## src/rtl/decode_if.sv

```systemverilog
// Fetch/execute/write-back bundle of the registered decode stage.
// The stage uses the slave side; whatever drives fetch and consumes execute uses master.
interface decode_if #(
    parameter int DATA_W = 16,
    parameter int PC_W   = 32
);
    logic [15:0]       i_instr;
    logic              i_instr_valid;
    logic [PC_W-1:0]   i_pc;
    logic              i_ex_ready;
    logic              i_flush;
    logic              i_write_back;
    logic [2:0]        i_write_addr;
    logic [DATA_W-1:0] i_write_data;

    logic              o_stall;
    logic              o_valid;
    logic [4:0]        o_op_code;
    logic [2:0]        o_rd;
    logic [2:0]        o_rs;
    logic [DATA_W-1:0] o_data1;
    logic [DATA_W-1:0] o_data2;
    logic              o_has_imm;
    logic [DATA_W-1:0] o_imm;
    logic              o_mem_read;
    logic [PC_W-1:0]   o_pc;

    modport master (
        output i_instr, i_instr_valid, i_pc, i_ex_ready, i_flush,
        output i_write_back, i_write_addr, i_write_data,
        input  o_stall, o_valid, o_op_code, o_rd, o_rs, o_data1,
        input  o_data2, o_has_imm, o_imm, o_mem_read, o_pc
    );

    modport slave (
        input  i_instr, i_instr_valid, i_pc, i_ex_ready, i_flush,
        input  i_write_back, i_write_addr, i_write_data,
        output o_stall, o_valid, o_op_code, o_rd, o_rs, o_data1,
        output o_data2, o_has_imm, o_imm, o_mem_read, o_pc
    );
endinterface

```

## src/rtl/decode_stage_hs.sv

```systemverilog
// Registered decode stage: register file with write-through bypass,
// two-word instruction assembly, load-use bubbling and synchronous flush.
module decode_stage_hs #(
    parameter int         DATA_W  = 16,
    parameter int         PC_W    = 32,
    parameter int         REG_CNT = 8,
    parameter logic [4:0] LOAD_OP = 5'b10100
) (
    input  logic    i_clk,
    input  logic    i_reset,
    decode_if.slave bus
);
    localparam int AW = $clog2(REG_CNT);

    typedef enum logic {S_DECODE, S_IMM} state_e;

    state_e            state_q, state_d;
    logic [DATA_W-1:0] regs_q [REG_CNT];
    logic [DATA_W-1:0] regs_d [REG_CNT];

    logic              hold_vld_q, hold_vld_d;
    logic [4:0]        hold_op_q, hold_op_d;
    logic [2:0]        hold_rd_q, hold_rd_d;
    logic [2:0]        hold_rs_q, hold_rs_d;
    logic [PC_W-1:0]   hold_pc_q, hold_pc_d;

    logic              valid_q, valid_d;
    logic [4:0]        op_q, op_d;
    logic [2:0]        rd_q, rd_d;
    logic [2:0]        rs_q, rs_d;
    logic [DATA_W-1:0] data1_q, data1_d;
    logic [DATA_W-1:0] data2_q, data2_d;
    logic              has_imm_q, has_imm_d;
    logic [DATA_W-1:0] imm_q, imm_d;
    logic              mem_rd_q, mem_rd_d;
    logic [PC_W-1:0]   pc_q, pc_d;

    logic              adv, haz, consume;
    logic [4:0]        cand_op;
    logic [2:0]        cand_rd, cand_rs;
    logic [DATA_W-1:0] rdata1, rdata2;

    function automatic logic [DATA_W-1:0] rf_read(input logic [2:0] a);
        if (bus.i_write_back && bus.i_write_addr[AW-1:0] == a[AW-1:0])
            return bus.i_write_data;
        return regs_q[a[AW-1:0]];
    endfunction

    always_comb begin
        regs_d = regs_q;
        if (bus.i_write_back)
            regs_d[bus.i_write_addr[AW-1:0]] = bus.i_write_data;
    end

    // In S_IMM the instruction under decode is the held first word
    always_comb begin
        cand_op = bus.i_instr[15:11];
        cand_rd = bus.i_instr[10:8];
        cand_rs = bus.i_instr[7:5];
        if (state_q == S_IMM) begin
            cand_op = hold_op_q;
            cand_rd = hold_rd_q;
            cand_rs = hold_rs_q;
        end
    end

    assign rdata1 = rf_read(cand_rd);
    assign rdata2 = rf_read(cand_rs);
    assign adv    = !valid_q || bus.i_ex_ready;
    assign haz    = valid_q && mem_rd_q &&
                    (cand_rd == rd_q || cand_rs == rd_q);

    always_comb begin
        state_d    = state_q;
        hold_vld_d = hold_vld_q;
        hold_op_d  = hold_op_q;
        hold_rd_d  = hold_rd_q;
        hold_rs_d  = hold_rs_q;
        hold_pc_d  = hold_pc_q;
        valid_d    = valid_q;
        op_d       = op_q;
        rd_d       = rd_q;
        rs_d       = rs_q;
        data1_d    = data1_q;
        data2_d    = data2_q;
        has_imm_d  = has_imm_q;
        imm_d      = imm_q;
        mem_rd_d   = mem_rd_q;
        pc_d       = pc_q;
        consume    = 1'b0;

        if (bus.i_flush) begin
            valid_d    = 1'b0;
            state_d    = S_DECODE;
            hold_vld_d = 1'b0;
        end else begin
            // Advancing without issuing leaves a bubble behind
            if (adv)
                valid_d = 1'b0;
            unique case (state_q)
                S_DECODE: begin
                    if (bus.i_instr_valid) begin
                        if (cand_op[4:3] == 2'b11) begin
                            if (!(haz && adv)) begin
                                consume    = 1'b1;
                                hold_vld_d = 1'b1;
                                hold_op_d  = cand_op;
                                hold_rd_d  = cand_rd;
                                hold_rs_d  = cand_rs;
                                hold_pc_d  = bus.i_pc;
                                state_d    = S_IMM;
                            end
                        end else if (adv && !haz) begin
                            consume   = 1'b1;
                            valid_d   = 1'b1;
                            op_d      = cand_op;
                            rd_d      = cand_rd;
                            rs_d      = cand_rs;
                            data1_d   = rdata1;
                            data2_d   = rdata2;
                            has_imm_d = 1'b0;
                            imm_d     = '0;
                            mem_rd_d  = (cand_op == LOAD_OP);
                            pc_d      = bus.i_pc;
                        end
                    end
                end
                S_IMM: begin
                    if (bus.i_instr_valid && adv && !haz) begin
                        consume    = 1'b1;
                        valid_d    = 1'b1;
                        op_d       = cand_op;
                        rd_d       = cand_rd;
                        rs_d       = cand_rs;
                        data1_d    = rdata1;
                        data2_d    = rdata2;
                        has_imm_d  = 1'b1;
                        imm_d      = DATA_W'(bus.i_instr);
                        mem_rd_d   = (cand_op == LOAD_OP);
                        pc_d       = hold_pc_q;
                        hold_vld_d = 1'b0;
                        state_d    = S_DECODE;
                    end
                end
            endcase
        end
    end

    always_ff @(posedge i_clk or posedge i_reset) begin
        if (i_reset) begin
            for (int i = 0; i < REG_CNT; i++)
                regs_q[i] <= '0;
            state_q    <= S_DECODE;
            hold_vld_q <= 1'b0;
            hold_op_q  <= '0;
            hold_rd_q  <= '0;
            hold_rs_q  <= '0;
            hold_pc_q  <= '0;
            valid_q    <= 1'b0;
            op_q       <= '0;
            rd_q       <= '0;
            rs_q       <= '0;
            data1_q    <= '0;
            data2_q    <= '0;
            has_imm_q  <= 1'b0;
            imm_q      <= '0;
            mem_rd_q   <= 1'b0;
            pc_q       <= '0;
        end else begin
            regs_q     <= regs_d;
            state_q    <= state_d;
            hold_vld_q <= hold_vld_d;
            hold_op_q  <= hold_op_d;
            hold_rd_q  <= hold_rd_d;
            hold_rs_q  <= hold_rs_d;
            hold_pc_q  <= hold_pc_d;
            valid_q    <= valid_d;
            op_q       <= op_d;
            rd_q       <= rd_d;
            rs_q       <= rs_d;
            data1_q    <= data1_d;
            data2_q    <= data2_d;
            has_imm_q  <= has_imm_d;
            imm_q      <= imm_d;
            mem_rd_q   <= mem_rd_d;
            pc_q       <= pc_d;
        end
    end

    assign bus.o_stall    = bus.i_instr_valid && !consume &&
                            !bus.i_flush && !i_reset;
    assign bus.o_valid    = valid_q;
    assign bus.o_op_code  = op_q;
    assign bus.o_rd       = rd_q;
    assign bus.o_rs       = rs_q;
    assign bus.o_data1    = data1_q;
    assign bus.o_data2    = data2_q;
    assign bus.o_has_imm  = has_imm_q;
    assign bus.o_imm      = imm_q;
    assign bus.o_mem_read = mem_rd_q;
    assign bus.o_pc       = pc_q;
endmodule

```

## src/flat_wrapper.sv

```systemverilog
// flat-port wrapper written by rule: the top's interface ports become plain ports
module decode_stage_hs_flat 
#(
    parameter int         DATA_W  = 16,
    parameter int         PC_W    = 32,
    parameter int         REG_CNT = 8,
    parameter logic [4:0] LOAD_OP = 5'b10100
)
  (i_clk, i_reset, bus_i_instr, bus_i_instr_valid, bus_i_pc, bus_i_ex_ready, bus_i_flush, bus_i_write_back, bus_i_write_addr, bus_i_write_data, bus_o_stall, bus_o_valid, bus_o_op_code, bus_o_rd, bus_o_rs, bus_o_data1, bus_o_data2, bus_o_has_imm, bus_o_imm, bus_o_mem_read, bus_o_pc);
  decode_if #(.DATA_W(DATA_W), .PC_W(PC_W)) bus_i ();
  input  logic i_clk;
  input  logic i_reset;
  input wire logic [$bits(bus_i.i_instr)-1:0] bus_i_instr;
  input wire logic [$bits(bus_i.i_instr_valid)-1:0] bus_i_instr_valid;
  input wire logic [$bits(bus_i.i_pc)-1:0] bus_i_pc;
  input wire logic [$bits(bus_i.i_ex_ready)-1:0] bus_i_ex_ready;
  input wire logic [$bits(bus_i.i_flush)-1:0] bus_i_flush;
  input wire logic [$bits(bus_i.i_write_back)-1:0] bus_i_write_back;
  input wire logic [$bits(bus_i.i_write_addr)-1:0] bus_i_write_addr;
  input wire logic [$bits(bus_i.i_write_data)-1:0] bus_i_write_data;
  output wire logic [$bits(bus_i.o_stall)-1:0] bus_o_stall;
  output wire logic [$bits(bus_i.o_valid)-1:0] bus_o_valid;
  output wire logic [$bits(bus_i.o_op_code)-1:0] bus_o_op_code;
  output wire logic [$bits(bus_i.o_rd)-1:0] bus_o_rd;
  output wire logic [$bits(bus_i.o_rs)-1:0] bus_o_rs;
  output wire logic [$bits(bus_i.o_data1)-1:0] bus_o_data1;
  output wire logic [$bits(bus_i.o_data2)-1:0] bus_o_data2;
  output wire logic [$bits(bus_i.o_has_imm)-1:0] bus_o_has_imm;
  output wire logic [$bits(bus_i.o_imm)-1:0] bus_o_imm;
  output wire logic [$bits(bus_i.o_mem_read)-1:0] bus_o_mem_read;
  output wire logic [$bits(bus_i.o_pc)-1:0] bus_o_pc;
  assign bus_i.i_instr = bus_i_instr;
  assign bus_i.i_instr_valid = bus_i_instr_valid;
  assign bus_i.i_pc = bus_i_pc;
  assign bus_i.i_ex_ready = bus_i_ex_ready;
  assign bus_i.i_flush = bus_i_flush;
  assign bus_i.i_write_back = bus_i_write_back;
  assign bus_i.i_write_addr = bus_i_write_addr;
  assign bus_i.i_write_data = bus_i_write_data;
  assign bus_o_stall = bus_i.o_stall;
  assign bus_o_valid = bus_i.o_valid;
  assign bus_o_op_code = bus_i.o_op_code;
  assign bus_o_rd = bus_i.o_rd;
  assign bus_o_rs = bus_i.o_rs;
  assign bus_o_data1 = bus_i.o_data1;
  assign bus_o_data2 = bus_i.o_data2;
  assign bus_o_has_imm = bus_i.o_has_imm;
  assign bus_o_imm = bus_i.o_imm;
  assign bus_o_mem_read = bus_i.o_mem_read;
  assign bus_o_pc = bus_i.o_pc;
  decode_stage_hs #(.DATA_W(DATA_W), .PC_W(PC_W), .REG_CNT(REG_CNT), .LOAD_OP(LOAD_OP)) u_core (.i_clk(i_clk), .i_reset(i_reset), .bus(bus_i));
endmodule
```

## config.mk

```make
export PLATFORM = sky130hd
export DESIGN_NAME = decode_stage_hs_flat
export DESIGN_NICKNAME = d
export VERILOG_FILES = /design/src/rtl/decode_if.sv /design/src/rtl/decode_stage_hs.sv /design/src/flat_wrapper.sv
export SDC_FILE = /design/constraint.sdc
export NUM_CORES = 1
export LEC_CHECK = 0
export CORE_UTILIZATION = 50
export CTS_CLUSTER_DIAMETER = 100
export DETAILED_ROUTE_END_ITERATION = 10
export PLACE_DENSITY = 0.73
export SLEW_MARGIN = 15
export SYNTH_ARGS = -nofsm -noshare
export SYNTH_HDL_FRONTEND = slang
export SYNTH_SLANG_ARGS = --single-unit
```

## constraint.sdc

```tcl
create_clock -name i_clk -period 9.77 [get_ports i_clk]
set_clock_uncertainty 0.1 [all_clocks]
set_input_delay 2.4425 -clock i_clk [delete_from_list [all_inputs] [get_ports i_clk]]
set_output_delay 2.4425 -clock i_clk [all_outputs]
set_load 0.02 [all_outputs]
```

# Word-level counts from Yosys, hierarchy flattened
# Index checks and enable logic that the tools add are counted.
[word_totals] regBits=266 latchBits=0 mem_bits_rw=0 rom_bits=0 inputBits=73 out_inout_bits=95 elab_cells=146 memories=0
[op_classes] add_sub_neg=0 multipliers=0 div_mod_pow=0 order_cmp=4 eq_ne=10 n_shift=0 mux=82 bitwise=6 n_reduce_logical=21
[ops] op="$mux 16" count=21
[ops] op="$bwmux 128" count=1
[ops] op="$mux 32" count=4
[ops] op="$bmux 16 s3" count=2
[ops] op="$pmux 16 s2" count=3
[ops] op="$pmux 32 s2" count=1
[ops] op="$demux 16 s3" count=1
[ops] op="$mux 3" count=10
[ops] op="$mux 1" count=26
[ops] op="$mux 5" count=5
[ops] op="$eq 3x3->1" count=4
[ops] op="$ge 4x4->1 const B" count=3
[ops] op="$logic_and 1x1->1" count=12
[ops] op="$not 3->4" count=3
[ops] op="$pmux 3 s2" count=2
[ops] op="$pmux 1 s2" count=5
[ops] op="$pmux 5 s2" count=1
[ops] op="$reduce_and 5->1" count=2
[ops] op="$ne 2x2->1 const B" count=3
[ops] op="$eq 5x5->1 const B" count=1
[ops] op="$logic_not 1->1" count=5
[ops] op="$lt 4x1->1 const B" count=1
[ops] op="$not 1->1" count=3
[ops] op="$eq 2x2->1 const B" count=1
[ops] op="2 further kinds" count=3

# Logic depth before layout (Yosys ltp)
# Gate-level depths: netlist of the first run.
[logic_depth] depth_word=15 ltp_mapped=11 mapped_depth_nobuf=6

# Worst setup path after synthesis of the first run
# Ideal clock, no wire load.
[synth_path] kind="in2out" start="in bus_i_instr[6]" end="out bus_o_stall" arrival_time_ns=4.694 required_ns=7.227 setup_slack_ns=2.534 stages=7 path_cell_list="mux2_1 buf_2 xnor2_1 and4_1 nor2_1 o21a_1 a2111oi_0"
[synth_between] elab_chain_len=15 elab_cells_between_ends=19 cone_classes="eq/ne (1); mux (8); reduce/logical (10)"
[synth_rtl] item="start, declared" line="flat_wrapper.sv:13" source="input wire logic [$bits(bus_i.i_instr)-1:0] bus_i_instr;"
[synth_rtl] item="$mux 3 *" line="decode_stage_hs.sv:60" source="if (state_q == S_IMM) begin"
[synth_rtl] item="$eq 3x3->1 *" line="decode_stage_hs.sv:71" source="(cand_rd == rd_q || cand_rs == rd_q);"
[synth_rtl] item="$logic_or 1x1->1 *" line="decode_stage_hs.sv:71"
[synth_rtl] item="$logic_and 1x1->1 *" line="decode_stage_hs.sv:70" source="assign haz = valid_q && mem_rd_q &&"
[synth_rtl] item="$logic_not 1->1" line="decode_stage_hs.sv:113, decode_stage_hs.sv:129"
[synth_rtl] item="$logic_and 1x1->1" line="decode_stage_hs.sv:113" source="end else if (adv && !haz) begin"
[synth_rtl] item="$mux 1" line="decode_stage_hs.sv:113"
[synth_rtl] item="$mux 1" line="decode_stage_hs.sv:103" source="if (cand_op[4:3] == 2'b11) begin"
[synth_rtl] item="$mux 1" line="decode_stage_hs.sv:102" source="if (bus.i_instr_valid) begin"
[synth_rtl] item="$pmux 1 s2 *" line="decode_stage_hs.sv:100" source="unique case (state_q)"
[synth_rtl] item="$mux 1 *" line="decode_stage_hs.sv:92" source="if (bus.i_flush) begin"
[synth_rtl] item="$logic_not 1->1 *" line="decode_stage_hs.sv:190" source="assign bus.o_stall = bus.i_instr_valid && !consume &&"
[synth_rtl] item="$logic_and 1x1->1 * (2 in a row)" line="decode_stage_hs.sv:190"
[synth_rtl] item="$logic_and 1x1->1 *" line="decode_stage_hs.sv:191" source="!bus.i_flush && !i_reset;"
[synth_rtl] item="end, declared" line="flat_wrapper.sv:21" source="output wire logic [$bits(bus_i.o_stall)-1:0] bus_o_stall;"
# Mark *: on every way between the ends. The rest lies on a longest branch, timed or not.

# Worst setup path after layout of the first run
[layout_path] start="in bus_i_instr[9]" end="out bus_o_stall"
# Same word-level chain as after synthesis.

==> results of run 1 <==
logic make-up (layout without fill, tap and decap cells):
logic type      count (synthesis)  count (layout)  share of synthesized area (%)
simple gates                  207             207                           6.85
flops                         266             266                           52.2
other cells                     0               2                              0
buf+inv                        83             244                           2.98
compound gates                102             102                           4.79
xor+xnor                       12              12                          0.824
mux                           307             307                           32.4
layer usage:
| layer | global-route usage (%) | routed length, um | vias to the layer above |
|---|---|---|---|
| li1 | - | - | 3810 |
| met1 | 33.2 | 13000 | 4287 |
| met2 | 38.8 | 14400 | 245 |
| met3 | 4.11 | 1750 | 52 |
| met4 | 6.30 | 673 | 0 |
| met5 | 0 | 0 | - |
where the power goes:
group	internal [uW]	total, uW	switching [uW]
combinational	464	852	388
clock	623	1050	422
sequential	1340	1480	149
total	2420	3380	959
worst max-delay path by stage:
stage                   startpoint           to  slack, ns  depth (start not counted)
CTS                 bus_i_instr[9]  bus_o_stall       1.73                          8
floorplan           bus_i_instr[6]  bus_o_stall       2.53                          7
detailed placement  bus_i_instr[9]  bus_o_stall       1.73                          8
finish              bus_i_instr[9]  bus_o_stall       1.72                          8
global route        bus_i_instr[9]  bus_o_stall       1.48                          8
global placement    bus_i_instr[9]  bus_o_stall       1.87                          8
worst reg2reg max path, cell delays in order (launching register included):
cell	delay (ns)
dfrtp_2	0.34
buf_4	0.70
mux2_2	0.68
xnor2_1	0.27
nand4_1	0.20
nand3_4	0.65
buf_4	0.83
o21ai_0	0.24
through the flow:
stage          setup WS, ns  instance area, um2  std cells  utilization (%)  hold WS [ns]
3_5_place_dp           1.73               14700       1417             58.6         0.353
3_3_place_gp           1.87               14700       1417             58.6         0.351
2_1_floorplan          2.53               12800        977                -         0.335
5_1_grt                1.48               15600       1468             62.3         0.396
6_report               1.72               15600       1470             62.3         0.370
4_1_cts                1.73               15600       1467             62.2         0.371
cells in the final DEF (no fill, tap or decap), types with 3 or more instances in the layout:
master and instances:
mux2i_1 72, o21ai_0 7, nand4b_1 3, mux2_1 38, xor2_1 8, clkbuf_8 8, buf_4 20, a22o_1 16
clkbuf_16 27, xnor2_1 4, o21ai_1 67, clkdlybuf4s50_1 167, dfrtp_1 265, nor2_1 3, nand2b_1 7, inv_1 5
mux4_2 64, nand3_1 3, mux2_2 129, mux2i_4 4, o21a_1 3, clkbuf_1 8, nand2_1 171, clkinv_2 3
nand4_1 5
sequential cells by signal, indices dropped and copies added, names as in the netlist, 5 cells and up:
name / flops
u_core.regs_q: 128
u_core.bus.o_pc: 32
u_core.hold_pc_q: 32
u_core.bus.o_data1: 16
u_core.bus.o_data2: 16
u_core.bus.o_imm: 16
u_core.bus.o_op_code: 5
u_core.hold_op_q: 5
final cells by class:
type / instances / area share, %
Antenna cell: 2 / 0.0320
Inverter: 6 / 0.168
Multi-Input combinational cell: 628 / 37.0
Sequential cell: 266 / 42.6
Clock inverter: 7 / 0.584
Timing Repair Buffer: 188 / 11.8
Clock buffer: 43 / 5.22
Tap cell: 330 / 2.64
==> reports/qor.csv, run 1 <==
metric,value,unit
status,"finished, final reports clean",
start_kind,input pin,
finalWirelength,29900,um
start_util,50.8,%
vias_per_cell,5.71,
cp_data_arrival_time,5.51,ns
crit_family,buffers and inverters,
setup_viol,0,
r2r-start,u_core.state_q,
synth_top_area_share,52.2,%
final_layout_size_suffix_gt1_share,23.7,%
layout.nets,1190,
synth_flop_cell,dfrtp_1,
synthDistinctLibCells,39,
r2r_slack,5.60,ns
synth_seq_cells,266,
relSlewSlack,24.4,%
post-route-drc-count,0,
die_y,162,um
path_class,input pin to output pin,
slowest_stage,clkdlybuf4s50_1,
seq_area_frac_synth,52.2,%
maxCapViolations,0,
required,7.23,ns
area_growth_syn_to_layout,22.6,%
finalSetupTns,0,ns
worstHoldStart,u_core.hold_op_q[4],
netlist_area,12800,um2
hold_path_class,flop to flop,
min_to,u_core.hold_op_q[4],
crit_buf_inv,2,
synth_area_leaders,"dfrtp_1 (52%), mux2_2 (11%), mux4_2 (11%), mux2i_1 (5.6%), nand2_1 (5.0%)",
avgSynthCellArea,13.1,um2
ios,168,
crit_path_frequent_cell,clkdlybuf4s50_1,
num_vias,8394,
cpPeakStageDelay,0.71,ns
yosysMostFrequentCell,dfrtp_1,
synth_top_area_cell,dfrtp_1,
postCtsResizedCells,0,
clock_path_buffers,3,
synth_edf_count,0,
path_cells,clkdlybuf4s50_1 -> mux2_2 -> xnor2_1 -> and4_1 -> nor2_1 -> o21a_1 -> a2111oi_0 -> clkdlybuf4s50_1,
cts_root_buf,clkbuf_16,
endpoint_kind,output pin,
grt_pass1_vias,8768,
seq_area,6660,um2
worst_slew_pin_slew,1.13,ns
power_density,216,nW/um2
cp_max_fo,19,
io_buffers,167,
fillCellCount,1960,
dieArea,26200,um2
ant_nets,0,
grt_pass1_wl,48700,um
wl_per_cell,20.3,um
clock_sinks,266,
clkTransAtPathRegs,0.06,ns
synthArstFlopShare,100,%
r2r-end,u_core.bus.o_data2[8],
cts_hold_buf,0,
reg2reg_depth,7,
p_leak,0.00677,uW
drt_iter0_markers,527,
slew_viol_final,0,
fmaxAchievable,0.124,GHz
grt_max_degree,92,
track_usage,23.8,%
cts_setup_buffers,0,
finalHoldViolCount,0,
synth_nets,1050,
ctsHtreeMaxLevel,1,
ys_warn_count,0,
dr.pass1.iters,5,
yosys-top-cells-count,"dfrtp_1 (266), nand2_1 (171), mux2_2 (129), mux2i_1 (72), o21ai_1 (67)",
finalCritPeriodShare,82.4,%
total_power,3380,uW
grt_antenna_before_repair,2,
cts_tree,done,
fin_crit,8.05,ns
place_hpwl,19000,um
min_path_cells,1,
synth_cells,977,
core,25100,um2
multi_input_area,5790,um2
clk_latency,0.53,ns
die_x,162,um
rows,58,
rsz0062_at_grt,false,
gp_congestion,0.735,
cts_buffers,27,
overflow,0,
irDropWorstVdd,134,uV
No activity file was read; power rests on OpenSTA's default activity.
==> run 2: changes to the inputs <==
- PLACE_DENSITY: 0.73 -> 0.7
- clock period: 9.77 -> 8.3 ns (I/O delays scaled with it)
==> run 2 against run 1 <==
The flow now finishes with violations (design-rule violations). Utilization up 0.10 points. Sequential power up 18%. Register-to-register slack worse by 1.3 ns. Combinational power up 17%. Critical path type unchanged. Critical endpoint unchanged. Largest power group unchanged.
==> reports/qor.csv, run 2 (synthesis gave the netlist of run 1 again) <==
metric,value,unit
status,finished with violations,
violations,design-rule violations,
worst_slew_pin_slew,1.21,ns
grt_antenna_before_repair,3,
die_y,162,um
gp_congestion,0.735,
core,25100,um2
track_usage,24.1,%
design_area,15700,um2
mostFrequentLayoutCells,"dfrtp_1 (265), nand2_1 (171), clkdlybuf4s50_1 (167), mux2_2 (129), mux2i_1 (70)",
finalHoldViolCount,0,
required,6.12,ns
slowest_stage,clkdlybuf4s50_1,
clk_latency,0.54,ns
stdcell_count,1469,
cp_data_arrival_time,4.99,ns
post-route-drc-count,1,
io_buffers,167,
relSlewSlack,19.3,%
cpPeakStageDelay,0.71,ns
clock_path_buffers,3,
crit_family,buffers and inverters,
area_growth_syn_to_layout,22.8,%
power_density,256,nW/um2
finalSetupTns,0,ns
total_power,4020,uW
crit_buf_inv,2,
overflow,0,
postCtsResizedCells,0,
cp_max_fo,5,
dieArea,26200,um2
clock_sinks,266,
drt_iter0_markers,704,
top_register,u_core.regs_q,
rsz0062_at_grt,false,
ant_nets,0,
cts_hold_buf,0,
final_common_cell,dfrtp_1,
rows,58,
cts_buffers,29,
fmaxAchievable,0.140,GHz
layout.nets,1191,
dr.pass1.iters,8,
die_x,162,um
endpoint_kind,output pin,
hold_path_class,flop to flop,
fillCellCount,1979,
path_class,input pin to output pin,
fin_crit,7.16,ns
path_cells,clkdlybuf4s50_1 -> mux2_1 -> xnor2_1 -> and4_1 -> nor2_1 -> o21a_1 -> a2111oi_0 -> clkdlybuf4s50_1,
crit_path_frequent_cell,clkdlybuf4s50_1,
setup_viol,0,
dpl_cell_area,14700,um2
wl_per_cell,20.9,um
vias_per_cell,5.69,
largest_reg_flops,128,
cts_root_buf,clkbuf_16,
numPlacedInstances,1417,
start_kind,input pin,
finalCritPeriodShare,86.3,%
grt_pass1_wl,48700,um
finalWirelength,30700,um
diodes,0,
p_leak,0.00679,uW
start_util,50.8,%
place_hpwl,18600,um
cts_setup_buffers,0,
final_layout_size_suffix_gt1_share,23.7,%
grt_pass1_vias,8586,
grt_max_degree,172,
ctsHtreeMaxLevel,1,
ios,168,
cts_tree,done,
slew_viol_final,0,
irDropWorstVdd,124,uV
maxCapViolations,0,
num_vias,8361,
clkTransAtPathRegs,0.06,ns
run 2: cell types whose count changed in the layout (fill, tap and decap cells not counted):
cell        change
clkbuf_8        -5
clkbuf_1        +3
clkinv_2        +3
clkbuf_16       +2
diode_2         -2
mux2i_1         -2
buf_4           -1
bufinv_16       +1
clkinvlp_4      -1
inv_6           -1
mux2i_2         +1
mux2i_4         +1
run 2: final cells by class:
| type | count | area (um2) | share of cell area (%) |
|---|---|---|---|
| clock buffer | 43 | 808 | 5.16 |
| clock inverter | 9 | 120 | 0.767 |
| inverter | 6 | 26.3 | 0.168 |
| multi-input combinational | 628 | 5800 | 37.1 |
| sequential | 266 | 6660 | 42.5 |
| tap | 330 | 413 | 2.64 |
| timing repair buffer | 187 | 1830 | 11.7 |
run 2: worst paths after layout:
check / from / endpoint / slack, ns / cells past startpoint
setup / recovery: bus_i_instr[6] / bus_o_stall / 1.14 / 8
hold / removal: u_core.hold_op_q[4] / u_core.hold_op_q[4] / 0.37 / 1
setup reg to reg: u_core.state_q / u_core.bus.o_data2[8] / 4.30 / 7
hold reg to reg: u_core.hold_op_q[4] / u_core.hold_op_q[4] / 0.37 / 1
max in group asynchronous: i_reset / u_core.bus.o_data2[2] / 4.93 / 3
min in group asynchronous: i_reset / u_core.hold_pc_q[5] / 1.87 / 2
run 2: worst register-to-register path, delay by kind of cell (launching register included):
family                 cells  cell delay, ns
and+or+nand+nor            4            1.76
buffers and inverters      2            1.28
DFF                        1            0.63
AOI/OAI and AO/OA          1            0.08
run 2: metrics by stage:
step	utilization, %	hold WS [ns]	setup WS, ns
global placement	58.7	0.352	1.28
global route	62.4	0.386	0.968
floorplan	-	0.335	1.80
finish	62.4	0.365	1.14
detailed placement	58.7	0.356	1.19
CTS	62.4	0.370	1.18
run 2: where the power goes:
part           switching (uW)  leakage, uW  internal, uW
Sequential                180      0.00326          1570
Clock                     503     0.000458           762
Combinational             451      0.00307           547
Total                    1130      0.00679          2880
run 2: metal layers:
layer  global-route usage [%]  part of all wire (%)  up-vias
met3                     3.98                   5.7       44
met5                        0                  0.12        -
li1                         -                     -     3805
met4                     5.36                   1.6        6
met2                     40.3                    49      237
met1                     33.2                    44     4269
==> run 3: changes to the inputs <==
- CELL_PAD_IN_SITES_DETAIL_PLACEMENT: not set -> 1
- CELL_PAD_IN_SITES_GLOBAL_PLACEMENT: not set -> 2
- CORE_UTILIZATION: 50 -> 38
- PLACE_DENSITY: 0.7 -> 0.77
- SLEW_MARGIN: 15 -> not set
==> run 3 against run 2 <==
The flow now finishes without violations. Combinational power about the same. Clock-buffer cell count rose by 4. Routed wire length rose by 9.9%. Sequential power hardly changed. Fmax is 1.4% higher. Sequential cell count unchanged. Largest power group unchanged.
==> reports/qor.csv, run 3 (synthesis gave the netlist of run 1 again) <==
metric,value,unit
io_buffers,167,
grt_antenna_before_repair,1,
relSlewSlack,25.7,%
worst_slew_pin_slew,1.11,ns
final_core_util,48.4,%
irDropWorstVdd,164,uV
finalWirelength,33800,um
mostFrequentLayoutCells,"dfrtp_1 (265), nand2_1 (171), clkdlybuf4s50_1 (167), mux2_2 (129), mux2i_1 (70)",
rows,66,
track_usage,20.4,%
start_kind,input pin,
clkTransAtPathRegs,0.06,ns
required,6.12,ns
cpPeakStageDelay,0.71,ns
largest_reg_flops,128,
rsz0062_at_grt,false,
final_common_cell,dfrtp_1,
r2r-start,u_core.state_q,
core,32800,um2
slowest_stage,clkdlybuf4s50_1,
gp_congestion,0.735,
cts_root_buf,clkbuf_16,
crit_family,buffers and inverters,
endpoint_kind,output pin,
grt_pass1_wl,53700,um
hold_path_class,flop to flop,
cts_buffers,31,
path_class,input pin to output pin,
top_register,u_core.regs_q,
wl_per_cell,21.3,um
setup_viol,0,
ant_nets,0,
start_util,38.9,%
die_x,185,um
clk_latency,0.55,ns
cts_hold_buf,0,
fillCellCount,3350,
status,"finished, final reports clean",
cp_data_arrival_time,4.89,ns
diodes,0,
crit_buf_inv,2,
fin_crit,7.06,ns
postCtsResizedCells,0,
final_layout_size_suffix_gt1_share,24.5,%
vias_per_cell,5.27,
power_density,256,nW/um2
numPlacedInstances,1532,
grt_pass1_vias,9116,
area_growth_syn_to_layout,24.3,%
startpoint,bus_i_instr[6],
post-route-drc-count,0,
clock_path_buffers,3,
stdcell_count,1588,
maxCapViolations,0,
finalCritPeriodShare,85.1,%
grt_max_degree,147,
dieArea,34300,um2
crit_path_frequent_cell,clkdlybuf4s50_1,
overflow,0,
cts_tree,done,
layout.nets,1196,
slew_viol_final,0,
cp_max_fo,5,
finalHoldViolCount,0,
p_leak,0.00682,uW
cts_setup_buffers,0,
fmaxAchievable,0.142,GHz
place_hpwl,21400,um
drt_iter0_markers,406,
ios,168,
die_y,185,um
clock_sinks,266,
ctsHtreeMaxLevel,1,
finalSetupTns,0,ns
dr.pass1.iters,4,
worstHoldStart,u_core.hold_op_q[4],
num_vias,8366,
path_cells,clkdlybuf4s50_1 -> mux2_1 -> xnor2_1 -> and4_1 -> nor2_1 -> o21a_1 -> a2111oi_0 -> clkdlybuf4s50_1,
## run 3: cell count changes in the layout (fill, tap and decap cells not counted), sizes merged
cell and delta:
buf +3, inv +1, clkinv +2, bufinv -3, clkbuf +4
## run 3: metal layers
metal | vias to the layer above | global-route usage [%] | share of wire, % | wire length, um
met5 | - | 0 | 0.038 | 13
met4 | 2 | 4.20 | 1.7 | 577
met3 | 39 | 3.40 | 4.8 | 1630
met2 | 160 | 33.7 | 48 | 16200
met1 | 4364 | 28.2 | 46 | 15400
li1 | 3801 | - | - | -
## run 3: per-stage QoR
step	hold slack [ns]	power (uW)	area (um2)	setup slack, ns
floorplan	0.335	2390	12800	1.80
global placement	0.352	2760	14900	1.27
detailed placement	0.353	2810	14900	1.24
CTS	0.371	4120	15900	1.22
global route	0.385	4280	15900	1.05
finish	0.368	4060	15900	1.24
## run 3: final timing paths
path | endpoint | slack, ns | depth (start not counted)
worst max-delay path | bus_o_stall | 1.24 | 8
worst min-delay path | u_core.hold_op_q[4] | 0.37 | 1
worst max register to register | u_core.bus.o_imm[4] | 4.26 | 6
worst min register to register | u_core.hold_op_q[4] | 0.37 | 1
max in group asynchronous | u_core.regs_q[10] | 4.80 | 3
min in group asynchronous | u_core.bus.o_pc[8] | 2.02 | 2
## run 3: power breakdown
| group | internal [uW] | switching [uW] |
|---|---|---|
| sequential | 1570 | 180 |
| combinational | 548 | 467 |
| clock | 762 | 529 |
## run 3: final cells by class
type | count | area, um2 | share of cell area, %
Clock buffer | 47 | 926 | 5.84
Clock inverter | 9 | 48.8 | 0.308
Inverter | 6 | 26.3 | 0.166
Multi-Input combinational cell | 628 | 5790 | 36.5
Sequential cell | 266 | 6660 | 42.0
Tap cell | 442 | 553 | 3.49
Timing Repair Buffer | 190 | 1860 | 11.7
